`src/rtl/control_unit.sv`:
```
// Multicycle fetch/decode/control stage for an RV32I subset: owns PC and IR, sequences datapath controls.
// Optional feature: define ILLEGAL_TRAP_EN to trap illegal instructions into HALT with a sticky Illegal flag.
module control_unit #(
  parameter int unsigned NBITS      = 8,
  parameter int unsigned NREGS      = 32,
  parameter int unsigned WIDTH_ALUF = 4
) (
  input  logic                     clock,
  input  logic                     reset,
  input  logic [31:0]              Instr,
  output logic [NBITS-1:0]         PC,
  input  logic                     Zero,
  input  logic [NBITS-1:0]         PCReg,
  output logic [$clog2(NREGS)-1:0] RS1,
  output logic [$clog2(NREGS)-1:0] RS2,
  output logic [$clog2(NREGS)-1:0] RD,
  output logic [NBITS-1:0]         IMM,
  output logic [WIDTH_ALUF-1:0]    ALUControl,
  output logic                     ALUSrc,
  output logic                     MemtoReg,
  output logic                     RegWrite,
  output logic                     link,
  output logic [NBITS-1:0]         pclink,
  output logic                     MemRead,
  output logic                     MemWrite,
  input  logic                     MemReady,
  output logic                     Illegal
);

  localparam int unsigned IW = $clog2(NREGS);
  localparam logic [WIDTH_ALUF-1:0] ALU_ADD = WIDTH_ALUF'(0);
  localparam logic [WIDTH_ALUF-1:0] ALU_AND = WIDTH_ALUF'(7);
  localparam logic [WIDTH_ALUF-1:0] ALU_SUB = WIDTH_ALUF'(8);

  typedef enum logic [2:0] {FETCH, DECODE, EXEC, MEM, WB, HALT} state_t;
  typedef enum logic [3:0] {OP_ADD, OP_AND, OP_ADDI, OP_ANDI, OP_LW, OP_SW,
                            OP_BEQ, OP_JAL, OP_JALR, OP_BAD} op_t;

  state_t                state, state_nxt;
  op_t                   op_c;
  logic [31:0]           ir;
  logic [6:0]            opcode;
  logic [2:0]            f3;
  logic [6:0]            f7;
  logic [NBITS-1:0]      imm_c, pc_nxt, pc_inc;
  logic [WIDTH_ALUF-1:0] alu_nxt;
  logic                  src_nxt, m2r_nxt, rw_nxt, link_nxt, mr_nxt, mw_nxt;

  assign opcode = ir[6:0];
  assign f3     = ir[14:12];
  assign f7     = ir[31:25];
  assign pc_inc = PC + NBITS'(4);

  // Instruction class and immediate, decoded from the held IR
  always_comb begin
    op_c = OP_BAD;
    case (opcode)
      7'b0110011: if (f7 == 7'd0) begin
                    if (f3 == 3'b000)      op_c = OP_ADD;
                    else if (f3 == 3'b111) op_c = OP_AND;
                  end
      7'b0010011: if (f3 == 3'b000)      op_c = OP_ADDI;
                  else if (f3 == 3'b111) op_c = OP_ANDI;
      7'b0000011: if (f3 == 3'b010) op_c = OP_LW;
      7'b0100011: if (f3 == 3'b010) op_c = OP_SW;
      7'b1100011: if (f3 == 3'b000) op_c = OP_BEQ;
      7'b1101111: op_c = OP_JAL;
      7'b1100111: if (f3 == 3'b000) op_c = OP_JALR;
      default:    op_c = OP_BAD;
    endcase

    imm_c = '0;
    case (op_c)
      OP_ADDI, OP_ANDI, OP_LW, OP_JALR:
        imm_c = NBITS'({{20{ir[31]}}, ir[31:20]});
      OP_SW:  imm_c = NBITS'({{20{ir[31]}}, ir[31:25], ir[11:7]});
      OP_BEQ: imm_c = NBITS'({{19{ir[31]}}, ir[31], ir[7], ir[30:25], ir[11:8], 1'b0});
      OP_JAL: imm_c = NBITS'({{11{ir[31]}}, ir[31], ir[19:12], ir[20], ir[30:21], 1'b0});
      default: imm_c = '0;
    endcase
  end

`ifdef ILLEGAL_TRAP_EN
  logic illegal_nxt;
`endif

  // Next state and PC, then the control word for the state being entered
  always_comb begin
    state_nxt = state;
    pc_nxt    = PC;
    alu_nxt   = ALU_ADD;
    src_nxt   = 1'b0;
    m2r_nxt   = 1'b0;
    rw_nxt    = 1'b0;
    link_nxt  = 1'b0;
    mr_nxt    = 1'b0;
    mw_nxt    = 1'b0;
`ifdef ILLEGAL_TRAP_EN
    illegal_nxt = Illegal;
`endif

    case (state)
      FETCH:  state_nxt = DECODE;
      DECODE: begin
        if (op_c == OP_LW || op_c == OP_SW) begin
          state_nxt = MEM;
        end else if (op_c == OP_BAD) begin
`ifdef ILLEGAL_TRAP_EN
          state_nxt   = HALT;
          illegal_nxt = 1'b1;
`else
          state_nxt = FETCH;
          pc_nxt    = pc_inc;
`endif
        end else begin
          state_nxt = EXEC;
        end
      end
      EXEC: begin
        state_nxt = FETCH;
        case (op_c)
          OP_BEQ:  pc_nxt = Zero ? PC + imm_c : pc_inc;
          OP_JAL:  pc_nxt = PC + imm_c;
          OP_JALR: pc_nxt = (PCReg + imm_c) & ~NBITS'(1);
          default: pc_nxt = pc_inc;
        endcase
      end
      MEM: begin
        if (MemReady) begin
          if (op_c == OP_LW) begin
            state_nxt = WB;
          end else begin
            state_nxt = FETCH;
            pc_nxt    = pc_inc;
          end
        end
      end
      WB: begin
        state_nxt = FETCH;
        pc_nxt    = pc_inc;
      end
      HALT:    state_nxt = HALT;
      default: state_nxt = FETCH;
    endcase

    case (state_nxt)
      EXEC: begin
        case (op_c)
          OP_ADD:  rw_nxt = 1'b1;
          OP_AND:  begin alu_nxt = ALU_AND; rw_nxt = 1'b1; end
          OP_ADDI: begin src_nxt = 1'b1; rw_nxt = 1'b1; end
          OP_ANDI: begin alu_nxt = ALU_AND; src_nxt = 1'b1; rw_nxt = 1'b1; end
          OP_BEQ:  alu_nxt = ALU_SUB;
          OP_JAL:  begin link_nxt = 1'b1; rw_nxt = 1'b1; end
          OP_JALR: begin link_nxt = 1'b1; rw_nxt = 1'b1; src_nxt = 1'b1; end
          default: ;
        endcase
      end
      MEM: begin
        src_nxt = 1'b1;
        mr_nxt  = (op_c == OP_LW);
        mw_nxt  = (op_c == OP_SW);
      end
      WB: begin
        m2r_nxt = 1'b1;
        rw_nxt  = 1'b1;
      end
      default: ;
    endcase
  end

  // State, PC/IR and registered control outputs
  always_ff @(posedge clock) begin
    if (reset) begin
      state      <= FETCH;
      PC         <= '0;
      pclink     <= NBITS'(4);
      ir         <= '0;
      RS1        <= '0;
      RS2        <= '0;
      RD         <= '0;
      IMM        <= '0;
      ALUControl <= ALU_ADD;
      ALUSrc     <= 1'b0;
      MemtoReg   <= 1'b0;
      RegWrite   <= 1'b0;
      link       <= 1'b0;
      MemRead    <= 1'b0;
      MemWrite   <= 1'b0;
    end else begin
      state      <= state_nxt;
      PC         <= pc_nxt;
      pclink     <= pc_nxt + NBITS'(4);
      ALUControl <= alu_nxt;
      ALUSrc     <= src_nxt;
      MemtoReg   <= m2r_nxt;
      RegWrite   <= rw_nxt;
      link       <= link_nxt;
      MemRead    <= mr_nxt;
      MemWrite   <= mw_nxt;
      if (state == FETCH) ir <= Instr;
      if (state == DECODE) begin
        RS1 <= IW'(ir[19:15]);
        RS2 <= IW'(ir[24:20]);
        RD  <= IW'(ir[11:7]);
        IMM <= imm_c;
      end
    end
  end

`ifdef ILLEGAL_TRAP_EN
  always_ff @(posedge clock) begin
    if (reset) Illegal <= 1'b0;
    else       Illegal <= illegal_nxt;
  end
`else
  assign Illegal = 1'b0;
`endif

endmodule
```
`config.mk`:
```
export PLATFORM = sky130hd
export DESIGN_NAME = control_unit
export DESIGN_NICKNAME = d
export VERILOG_FILES = /design/src/rtl/control_unit.sv
export SDC_FILE = /design/constraint.sdc
export NUM_CORES = 1
export LEC_CHECK = 0
export ABC_AREA = 1
export CAP_MARGIN = 0
export CORE_MARGIN = 2
export CORE_UTILIZATION = 35
export CTS_BUF_LIST = sky130_fd_sc_hd__clkbuf_2
export CTS_CLUSTER_SIZE = 12
export DETAILED_ROUTE_END_ITERATION = 8
export DONT_BUFFER_PORTS = 1
export PLACE_DENSITY_LB_ADDON = 0.2
export SYNTH_ARGS = -nofsm -noshare
export SYNTH_HDL_FRONTEND = slang
export SYNTH_SLANG_ARGS = --single-unit
export TNS_END_PERCENT = 30
```
`constraint.sdc`:
```
create_clock -name clock -period 5 [get_ports clock]
set_input_delay 0.5 -clock clock [delete_from_list [all_inputs] [get_ports clock]]
set_output_delay 0.5 -clock clock [all_outputs]
set_load 0.01 [all_outputs]
```
==> results of run 1 <==
-- through the flow --
| stage | cells | setup slack, ns | util | hold slack, ns |
|---|---|---|---|---|
| 2_1_floorplan | 658 | 1.42 | - | 0.430 |
| 3_3_place_gp | 810 | 0.886 | 0.367 | 0.460 |
| 3_5_place_dp | 810 | 0.869 | 0.367 | 0.465 |
| 4_1_cts | 848 | 0.889 | 0.394 | 0.0112 |
| 5_1_grt | 850 | 0.280 | 0.395 | -0.00364 |
| 6_report | 850 | 0.891 | 0.395 | 0.0465 |
-- where the power goes --
part / switching [mW] / internal [mW] / leakage [nW]
Clock: 0.247 / 0.115 / 0.0684
Combinational: 0.136 / 0.0771 / 1.68
Sequential: 0.0522 / 0.688 / 0.660
-- layout make-up --
type / instances / area, um^2
Fill cell: 1374 / 7610
Multi-Input combinational cell: 465 / 2430
Sequential cell: 80 / 1600
Inverter: 89 / 337
Timing Repair Buffer: 27 / 260
Tap cell: 172 / 215
Clock inverter: 6 / 68.8
Clock buffer: 9 / 45.0
Antenna cell: 2 / 5.00
-- how the worst min path moves through the flow --
stage                              startpoint                   to  slack, ns  cells after the start
after floorplan           ir[31]$_SDFFE_PP0P_  ir[31]$_SDFFE_PP0P_       0.43                      2
after global placement    ir[31]$_SDFFE_PP0P_  ir[31]$_SDFFE_PP0P_       0.46                      2
after detailed placement  ir[31]$_SDFFE_PP0P_  ir[31]$_SDFFE_PP0P_       0.46                      2
after CTS                           Instr[27]  ir[27]$_SDFFE_PP0P_       0.01                      2
after global routing                Instr[27]  ir[27]$_SDFFE_PP0P_     -0.004                      2
final                               Instr[27]  ir[27]$_SDFFE_PP0P_       0.05                      2
-- cell usage in the layout (no fill, tap or decap), drive strengths merged, types with 7 or more instances in the layout --
master,synthesis,layout
nor2,141,141
nand2,116,116
inv,88,89
dfxtp,80,80
o21ai,77,77
nand3,36,36
a21oi,28,28
dlygate4sd3,0,23
ha,15,15
clkbuf,18,9
xor2,7,7
o21bai,7,7
-- cells by family (layout without fill, tap and decap cells) --
logic type,after synthesis,in the layout,synth area share
xor+xnor,9,9,0.0176
other cells,1,3,0.000838
flops,80,80,0.358
fa+ha+maj,17,17,0.0509
simple gates,309,309,0.313
buf+inv,113,131,0.0996
compound gates,129,129,0.160
-- critical path, delay by kind of cell (launching register included) --
| family | cells | cell delay, ns |
|---|---|---|
| AO/OA/AOI/OAI | 5 | 0.92 |
| AND/OR/NAND/NOR | 21 | 2.01 |
| XOR/XNOR | 1 | 0.15 |
| flip-flops | 1 | 0.36 |
| adder cells (fa/ha/maj) | 1 | 0.30 |
| buffers and inverters | 5 | 0.35 |
-- routing by layer --
metal  part of all wire  vias up  global-route usage
li1                   -     2126                   -
met1               0.47     1866               0.246
met2               0.45      119               0.305
met3              0.068       11              0.0623
met4              0.013        0              0.0525
met5                  0        -                   0
-- flip-flops by register name, indices dropped and copies added (netlist names), named ones only --
register / flops
MemWrite: 1
state: 3
MemtoReg: 1
ALUControl: 2
pclink: 6
PC: 6
link: 1
ALUSrc: 1
RS1: 5
MemRead: 1
RegWrite: 1
RS2: 5
RD: 5
IMM: 8
ir: 32
-- timing repair --
action / in CTS / in global routing
buffers inserted: 0 / 0
hold buffers: 23 / 0
hold endpoints to repair: 34 / 0
==> summary.md, run 1 <==
| Metric | Value |
|---|---|
| Critical path's largest stage delay | 0.43 ns |
| TNS Setup | 0 ns |
| Most numerous cell in the Yosys netlist | nor2_1 |
| Top cell by count, worst path | nand2_1 |
| DP Area | 0.00461 mm^2 |
| Avg Cell Area, Syn | ~6.8 um^2 |
| CTS resizes | 0 |
| Global-route wire length before repair | 20000 um |
| Startpoint Class | register |
| P&R area growth vs syn | 10.9% |
| Min cycle time layout | 4.11 ns |
| Slowest cell on crit path | a22oi_1 |
| Max-cap violation count | 0 |
| Worst Reg-to-Reg Cells | 33 |
| GRT Resource Usage Total | 0.190 |
| Reg clk slew, reported paths | 0.24 ns |
| Synth warnings | 0 |
| Worst hold path type | input pin to register |
| Placer Congestion | 0.883 |
| Htree depth | 3 |
| Reg-to-Reg Start | ir[1]$_SDFFE_PP0P_ |
| Initial antenna violation count | 1 |
| CP Capture Type | register |
| P per Cell Area | 265 mW/mm^2 |
| Iteration-0 DRC count of the detailed router | 229 |
| Status | finished, final reports clean |
| Synthesized area | 0.00447 mm^2 |
| Peak VDD IR | 0.143 mV |
| Final period util | 0.822 |
| Total CTS buffers | 9 |
| Total chip power | 1.31 mW |
| Largest net degree at the start of global routing | 59 |
| Vias in the first global route | 4015 |
| WP data arrival | roughly 4.7 ns |
| Register area share after synthesis | 0.358 |
| Fin. max-slew vios | 0 |
| TritonCTS clock tree | yes |
| Detailed Place HPWL | 9140 um |
| CP startpoint | ir[1]$_SDFFE_PP0P_ |
| Synth unique cells | 44 |
| Commonest cells in the netlist | nor2_1, nand2_1, dfxtp_1, inv_1, o21ai_0 |
| Post-synthesis cell count | 658 |
| Die H | 117 um |
| PortBufs | 0 |
| Initial Utilization | 0.356 |
| Post-route ant nets | 0 |
| CTS root buffer | clkbuf_2 |
| Die X | 117 um |
| DRT Pass-1 Iters | 6 |
| # IOs | 94 |
| Crit Path Class | register to register |
| Top_reg_cell synth | dfxtp_1 |
| RSZ-0062 raised after global routing | no |
| Final Cell Area | 0.00496 mm^2 |
| Worst reg2reg path endpoint | pclink[7]$_SDFF_PP0_ |
| Clock Latency Late Sink | 0.61 ns |
| Critical Path Sink | pclink[7]$_SDFF_PP0_ |
| Final nets | 733 |
| Die ar. | 0.0137 mm^2 |
| Total congestion overflow | 0 |
| Drc violations | 0 |
| Clk_skew | around 0.040 ns |
| Crit-path max FO | 6 |
| Vias/cell | 4.85 |
| Async set-reset flop share out of synthesis | 0 |
| EDFF count, synth | 0 |
| Average routed wire per standard cell | about 14 um |
| Layout cells sized above 1 | 0.0858 |
| Max-slew headroom | 0.251 |
| Via Count | 4122 |
| Flop-to-flop setup slack | between 0.8 and 0.9 ns |
| Req. time, crit path | approximately 5.6 ns |
| Setup violators final | 0 |
| Synth top area share | 0.358 |
| CORE AREA | 0.0126 mm^2 |
| FF+latch count, synth | 80 |
| Post-synth top area cell | dfxtp_1 |
| Measured slew at the worst slew-check pin | 1.12 ns |
| Detailed-route wire length | 12100 um |
| Leakage | 2.40 nW |
| Site Rows | 41 |
| Clk buf depth | 2 |
| Peak Freq | 243 MHz |
| Synth area leaders | dfxtp_1, nor2_1, nand2_1, o21ai_0, inv_1 |
| Final Hold Fails | 0 |
| CTS sink count | 80 |
| Syn_nets | 719 |
Note: power is estimated with default switching activity, not from simulation.
==> run 2, diff against run 1 <==
- clock period: 5 -> 4.2 ns (I/O delays scaled with it)
==> run 2 against run 1 <==
  * Worst hold slack gained 0.050 ns
  * Clock power grew 19%
  * Clock skew grew 0.012 ns
==> summary.md, run 2 (synthesis results as in run 1) <==
| Metric | Value |
|---|---|
| Status | finished, final reports clean |
| Initial antenna violation count | 1 |
| Die H | about 120 um |
| Min cycle time layout | about 3.8 ns |
| Clock share of power | 0.271 |
| Total congestion overflow | 0 |
| Critical path's largest stage delay | approximately 0.4 ns |
| Largest registers | ir (32), IMM (8) |
| Total CTS buffers | 9 |
| Leakage | 2.53 nW |
| Most Crowded Layer GR | met2 |
| Largest net degree at the start of global routing | 61 |
| Met2 usage | 0.313 |
| Average routed wire per standard cell | between 10 and 15 um |
| Commonest cells after routing, fill and taps aside | nor2_1, nand2_1, inv_1 |
| Measured slew at the worst slew-check pin | 1.16 ns |
| Largest register FFs | 32 |
| Grt met3 use | 0.0685 |
| Req. time, crit path | around 4.7 ns |
| CP Capture Type | register |
| Drc violations | 0 |
| Htree depth | 3 |
| Fillers | 1332 |
| Max-slew headroom | 0.228 |
| Setup violators final | 0 |
| # IOs | 94 |
| Sequential power share | 0.556 |
| DP Area | 0.00462 mm^2 |
| CTS root buffer | clkbuf_2 |
| P per Cell Area | 301 mW/mm^2 |
| Final period util | 0.908 |
| N_diodes | 0 |
| Detailed Place HPWL | 9220 um |
| Die ar. | 0.0137 mm^2 |
| Peak Freq | 262 MHz |
| Global-route wire length before repair | 20200 um |
| Vias in the first global route | ~4000 |
| Layout cells sized above 1 | 0.154 |
| Worst hold path type | input pin to register |
| GRT Resource Usage Total | 0.194 |
| TritonCTS clock tree | yes |
| Vias/cell | 4.93 |
| Crit Path Class | register to register |
| Post-route ant nets | 0 |
| Via Count | 4280 |
| Largest Register | ir |
| P&R area growth vs syn | 18.1% |
| Max-cap violation count | 0 |
| CTS sink count | 80 |
| Commonest non-fill, non-tap cell in the layout | nor2_1 |
| Sw frac | 0.329 |
| Critical path's top delay family | simple AND/OR/NAND/NOR gates |
| Startpoint Class | register |
| Site Rows | 41 |
| Fin. max-slew vios | 0 |
| Clk buf depth | 2 |
| NetSw | 0.523 mW |
| Final Cell Area | 0.00528 mm^2 |
| Int Power | about 1.1 mW |
| Met1 Resource Use GR | 0.238 |
| Reg clk slew, reported paths | 0.23 ns |
| Clk_skew | 0.0524 ns |
| Final Hold Fails | 0 |
| Comb power frac | 0.173 |
| Multi-input gate area | 0.00258 mm^2 |
| Top cell by count, worst path | nand2_1 |
| CORE AREA | 0.0126 mm^2 |
| Crit-path max FO | 8 |
| Crit path buf inv count | 6 |
| Total chip power | 1.59 mW |
| Placer Congestion | 0.878 |
| Initial Utilization | 0.356 |
| Iteration-0 DRC count of the detailed router | a little under 200 |
| Detailed-route wire length | 12800 um |
| DRT Pass-1 Iters | 5 |
| Clock Latency Late Sink | ~0.63 ns |
| Peak VDD IR | between 0.2 and 0.25 mV |
| Die X | 117 um |
| Slowest cell on crit path | dfxtp_4 |
| PortBufs | 0 |
| WP data arrival | 4.33 ns |
| Final nets | 752 |
| FF+latch area | around 0.0016 mm^2 |
run 2: what timing repair did:
action	CTS	global route
gates resized for setup	0	50
setup buffers	0	8
hold buffers	33	0
hold endpoints to repair	50	0
setup endpoints to repair	0	6
run 2: final timing paths:
| check | endpoint | slack [ns] | depth (start not counted) | from |
|---|---|---|---|---|
| hold reg to reg | RS1[0]$_SDFFE_PP0P_ | 0.50 | 2 | ir[15]$_SDFFE_PP0P_ |
| hold / removal | state[1]$_SDFF_PP0_ | 0.1 | 3 | MemReady |
| setup reg to reg | pclink[7]$_SDFF_PP0_ | 0.39 | 34 | ir[5]$_SDFFE_PP0P_ |
| setup / recovery | pclink[7]$_SDFF_PP0_ | 0.39 | 34 | ir[5]$_SDFFE_PP0P_ |
run 2: power by group through the flow:
stage,logic [mW],registers (mW),clock network [mW]
final,0.276,0.885,0.431
after global placement,0.229,0.896,0
after global routing,0.317,0.895,0.479
after detailed placement,0.233,0.897,0
after CTS,0.260,0.882,0.458
after floorplan,0.189,0.879,0
run 2: final cells by class:
type	instances	share of cell area
sequential	80	0.306
inverter	89	0.0637
timing repair buffer	46	0.0810
clock buffer	11	0.0104
tap	172	0.0407
multi-input combinational	465	0.488
clock inverter	5	0.0107
run 2: metrics by stage:
stage / hold slack (ns) / util / TNS, ns / setup slack, ns / std cells
2_1_floorplan: 0.430 / - / 0 / 0.620 / 658
6_report: 0.0966 / 0.420 / 0 / 0.386 / 868
3_5_place_dp: 0.471 / 0.367 / 0 / 0.141 / 811
5_1_grt: 0.0593 / 0.420 / -0.0497 / -0.0310 / 868
4_1_cts: 0.0127 / 0.402 / 0 / 0.0319 / 860
3_3_place_gp: 0.456 / 0.367 / 0 / 0.197 / 811
run 2: layer usage:
layer | vias up | wire [um]
li1 | 2164 | -
met1 | 1957 | 5670
met2 | 133 | 5880
met3 | 26 | 947
met4 | 0 | 295
met5 | - | 0
run 2: worst reg2reg max path: cells and delay by family, from the launching register on:
family	cells	cell delay, ns
flip-flops	1	0.40
buffers and inverters	6	0.39
AO/OA/AOI/OAI	5	0.65
AND/OR/NAND/NOR	22	2.03
adder cells (fa/ha/maj)	1	0.25
==> run 3, diff against run 2 <==
- clock period: 4.2 -> 4.79 ns (I/O delays scaled with it)
==> run 3 against run 2 <==
  * Die area stayed put
  * Sequential power is 13% lower
  * Sequential share of layout area is 1.6 points higher
  * Clock skew is 0.018 ns lower
  * Total power is 13% lower
  * Final cell count is 2.1% lower
  * Clock power is 10% lower
  * Global-route usage is 0.26 points lower
  * Count of clock-buffer cells in the layout is 2 lower
  * First-iteration DRC count is 20% lower
  * Setup slack better by 0.33 ns
  * Largest cell class unchanged
  * Highest routed layer unchanged
==> summary.md, run 3 (synthesis results as in run 1) <==
| Metric | Value |
|---|---|
| Initial Utilization | 0.356 |
| Setup violators final | 0 |
| Clk buf depth | 2 |
| Measured slew at the worst slew-check pin | 1.15 ns |
| Slowest cell on crit path | dfxtp_1 |
| Clk_skew | between 0.03 and 0.04 ns |
| Post-route ant nets | 0 |
| # IOs | 94 |
| Total CTS buffers | 9 |
| Max-slew headroom | 0.232 |
| Status | finished, final reports clean |
| Sequential power share | 0.558 |
| Commonest non-fill, non-tap cell in the layout | nor2_1 |
| Crit-path max FO | 7 |
| Detailed Place HPWL | around 9200 um |
| Req. time, crit path | 5.32 ns |
| Htree depth | 3 |
| Comb power frac | 0.162 |
| Average routed wire per standard cell | between 10 and 15 um |
| Layout cells sized above 1 | 0.0885 |
| TNS Setup | 0 ns |
| Die ar. | between 0.01 and 0.015 mm^2 |
| Drc violations | 0 |
| Min cycle time layout | 4.08 ns |
| Final period util | 0.851 |
| PortBufs | 0 |
| Vias/cell | between 4 and 5 |
| Largest net degree at the start of global routing | 59 |
| Post-route insts no fill | 850 |
| Commonest cells after routing, fill and taps aside | nor2_1, nand2_1, dfxtp_1, inv_1, o21ai_0 |
| Detailed-route wire length | 12300 um |
| RSZ-0062 raised after global routing | no |
| TritonCTS clock tree | yes |
| DRT Pass-1 Iters | 4 |
| CTS root buffer | clkbuf_2 |
| NetSw | roughly 0.46 mW |
| WP data arrival | 4.60 ns |
| Die H | 117 um |
| Max-cap violation count | 0 |
| Final Hold Fails | 0 |
| P&R area growth vs syn | 11.3% |
| Largest registers | ir (32), IMM (8) |
| N_diodes | 0 |
| Clock share of power | 0.280 |
| Crit Path Class | register to register |
| GRT Resource Usage Total | 0.191 |
| Iteration-0 DRC count of the detailed router | roughly 160 |
| Global-route wire length before repair | around 20000 um |
| Total congestion overflow | 0 |
| Leakage | 2.41 nW |
| Total chip power | 1.38 mW |
| Worst hold path type | input pin to register |
| Initial antenna violation count | 0 |
| Final nets | ~730 |
| Clock Latency Late Sink | ~0.60 ns |
| Fin. max-slew vios | 0 |
| Largest Register | ir |
| Reg clk slew, reported paths | about 0.25 ns |
| Peak Freq | 245 MHz |
| Int Power | between 0.9 and 1 mW |
| P per Cell Area | 278 mW/mm^2 |
| Largest register FFs | 32 |
| Sw frac | 0.332 |
| Placer Congestion | 0.884 |
| Top cell by count, worst path | nand2_1 |
| Site Rows | 41 |
| CP Capture Type | register |
| Die X | 117 um |
| Critical path's largest stage delay | 0.46 ns |
| CORE AREA | 0.0126 mm^2 |
| Via Count | 4157 |
| DP Cell Count | 810 |
| Vias in the first global route | just over 4000 |
| Startpoint Class | register |
| CTS sink count | 80 |
| Peak VDD IR | 0.205 mV |
-- run 3: area by class of cell --
class                   instances  area [um^2]
clock buffers                   9         45.0
clock inverters                 7         78.8
fillers                      1366         7590
inverters                      89          337
multi-input cells             465         2430
flip-flops and latches         80         1600
well taps                     172          215
repair buffers                 28          270
-- run 3: layer usage --
layer	up-vias	GRT usage	wire, um
met4	0	0.0682	204
met5	-	0	0
met2	110	0.309	5650
met1	1906	0.238	5550
li1	2126	-	-
met3	15	0.0644	865
-- run 3: repair_timing --
action,in CTS,in global routing
resized for setup,0,1
hold endpoints to repair,34,0
hold buffers,24,0
endpoints found under the setup margin,0,1
setup buffers,0,0
-- run 3: metrics by stage --
stage | hold slack [ns] | instance area [um^2] | util | setup slack, ns
floorplan | 0.430 | 4470 | - | 1.21
global placement | 0.460 | 4610 | 0.367 | 0.675
detailed placement | 0.465 | 4610 | 0.367 | 0.643
CTS | 0.000861 | 4970 | 0.396 | 0.582
global route | 0.0290 | 4980 | 0.396 | 0.223
finish | 0.0580 | 4980 | 0.396 | 0.714
-- run 3: path summary, 6_finish.rpt --
kind,startpoint,end,slack (ns),depth (start not counted)
worst max-delay path,ir[5]$_SDFFE_PP0P_,pclink[7]$_SDFF_PP0_,0.71,32
worst min-delay path,Instr[4],ir[4]$_SDFFE_PP0P_,0.06,2
worst max register to register,ir[5]$_SDFFE_PP0P_,pclink[7]$_SDFF_PP0_,0.71,32
worst min register to register,ir[31]$_SDFFE_PP0P_,ir[31]$_SDFFE_PP0P_,0.49,2
-- run 3: power groups by stage --
stage	Combinational [mW]	Clock [mW]	Sequential (mW)
after floorplan	0.166	0	0.771
after global routing	0.259	0.424	0.782
after CTS	0.224	0.402	0.773
final	0.225	0.388	0.773
after detailed placement	0.206	0	0.786
after global placement	0.203	0	0.786
-- run 3: worst max-delay path, delay by kind of cell (launching register included) --
| kind | cells | cell delay [ns] |
|---|---|---|
| buf+inv | 6 | 0.43 |
| compound gates | 5 | 0.68 |
| flops | 1 | 0.46 |
| simple gates | 20 | 2.11 |
| fa+ha+maj | 1 | 0.31 |
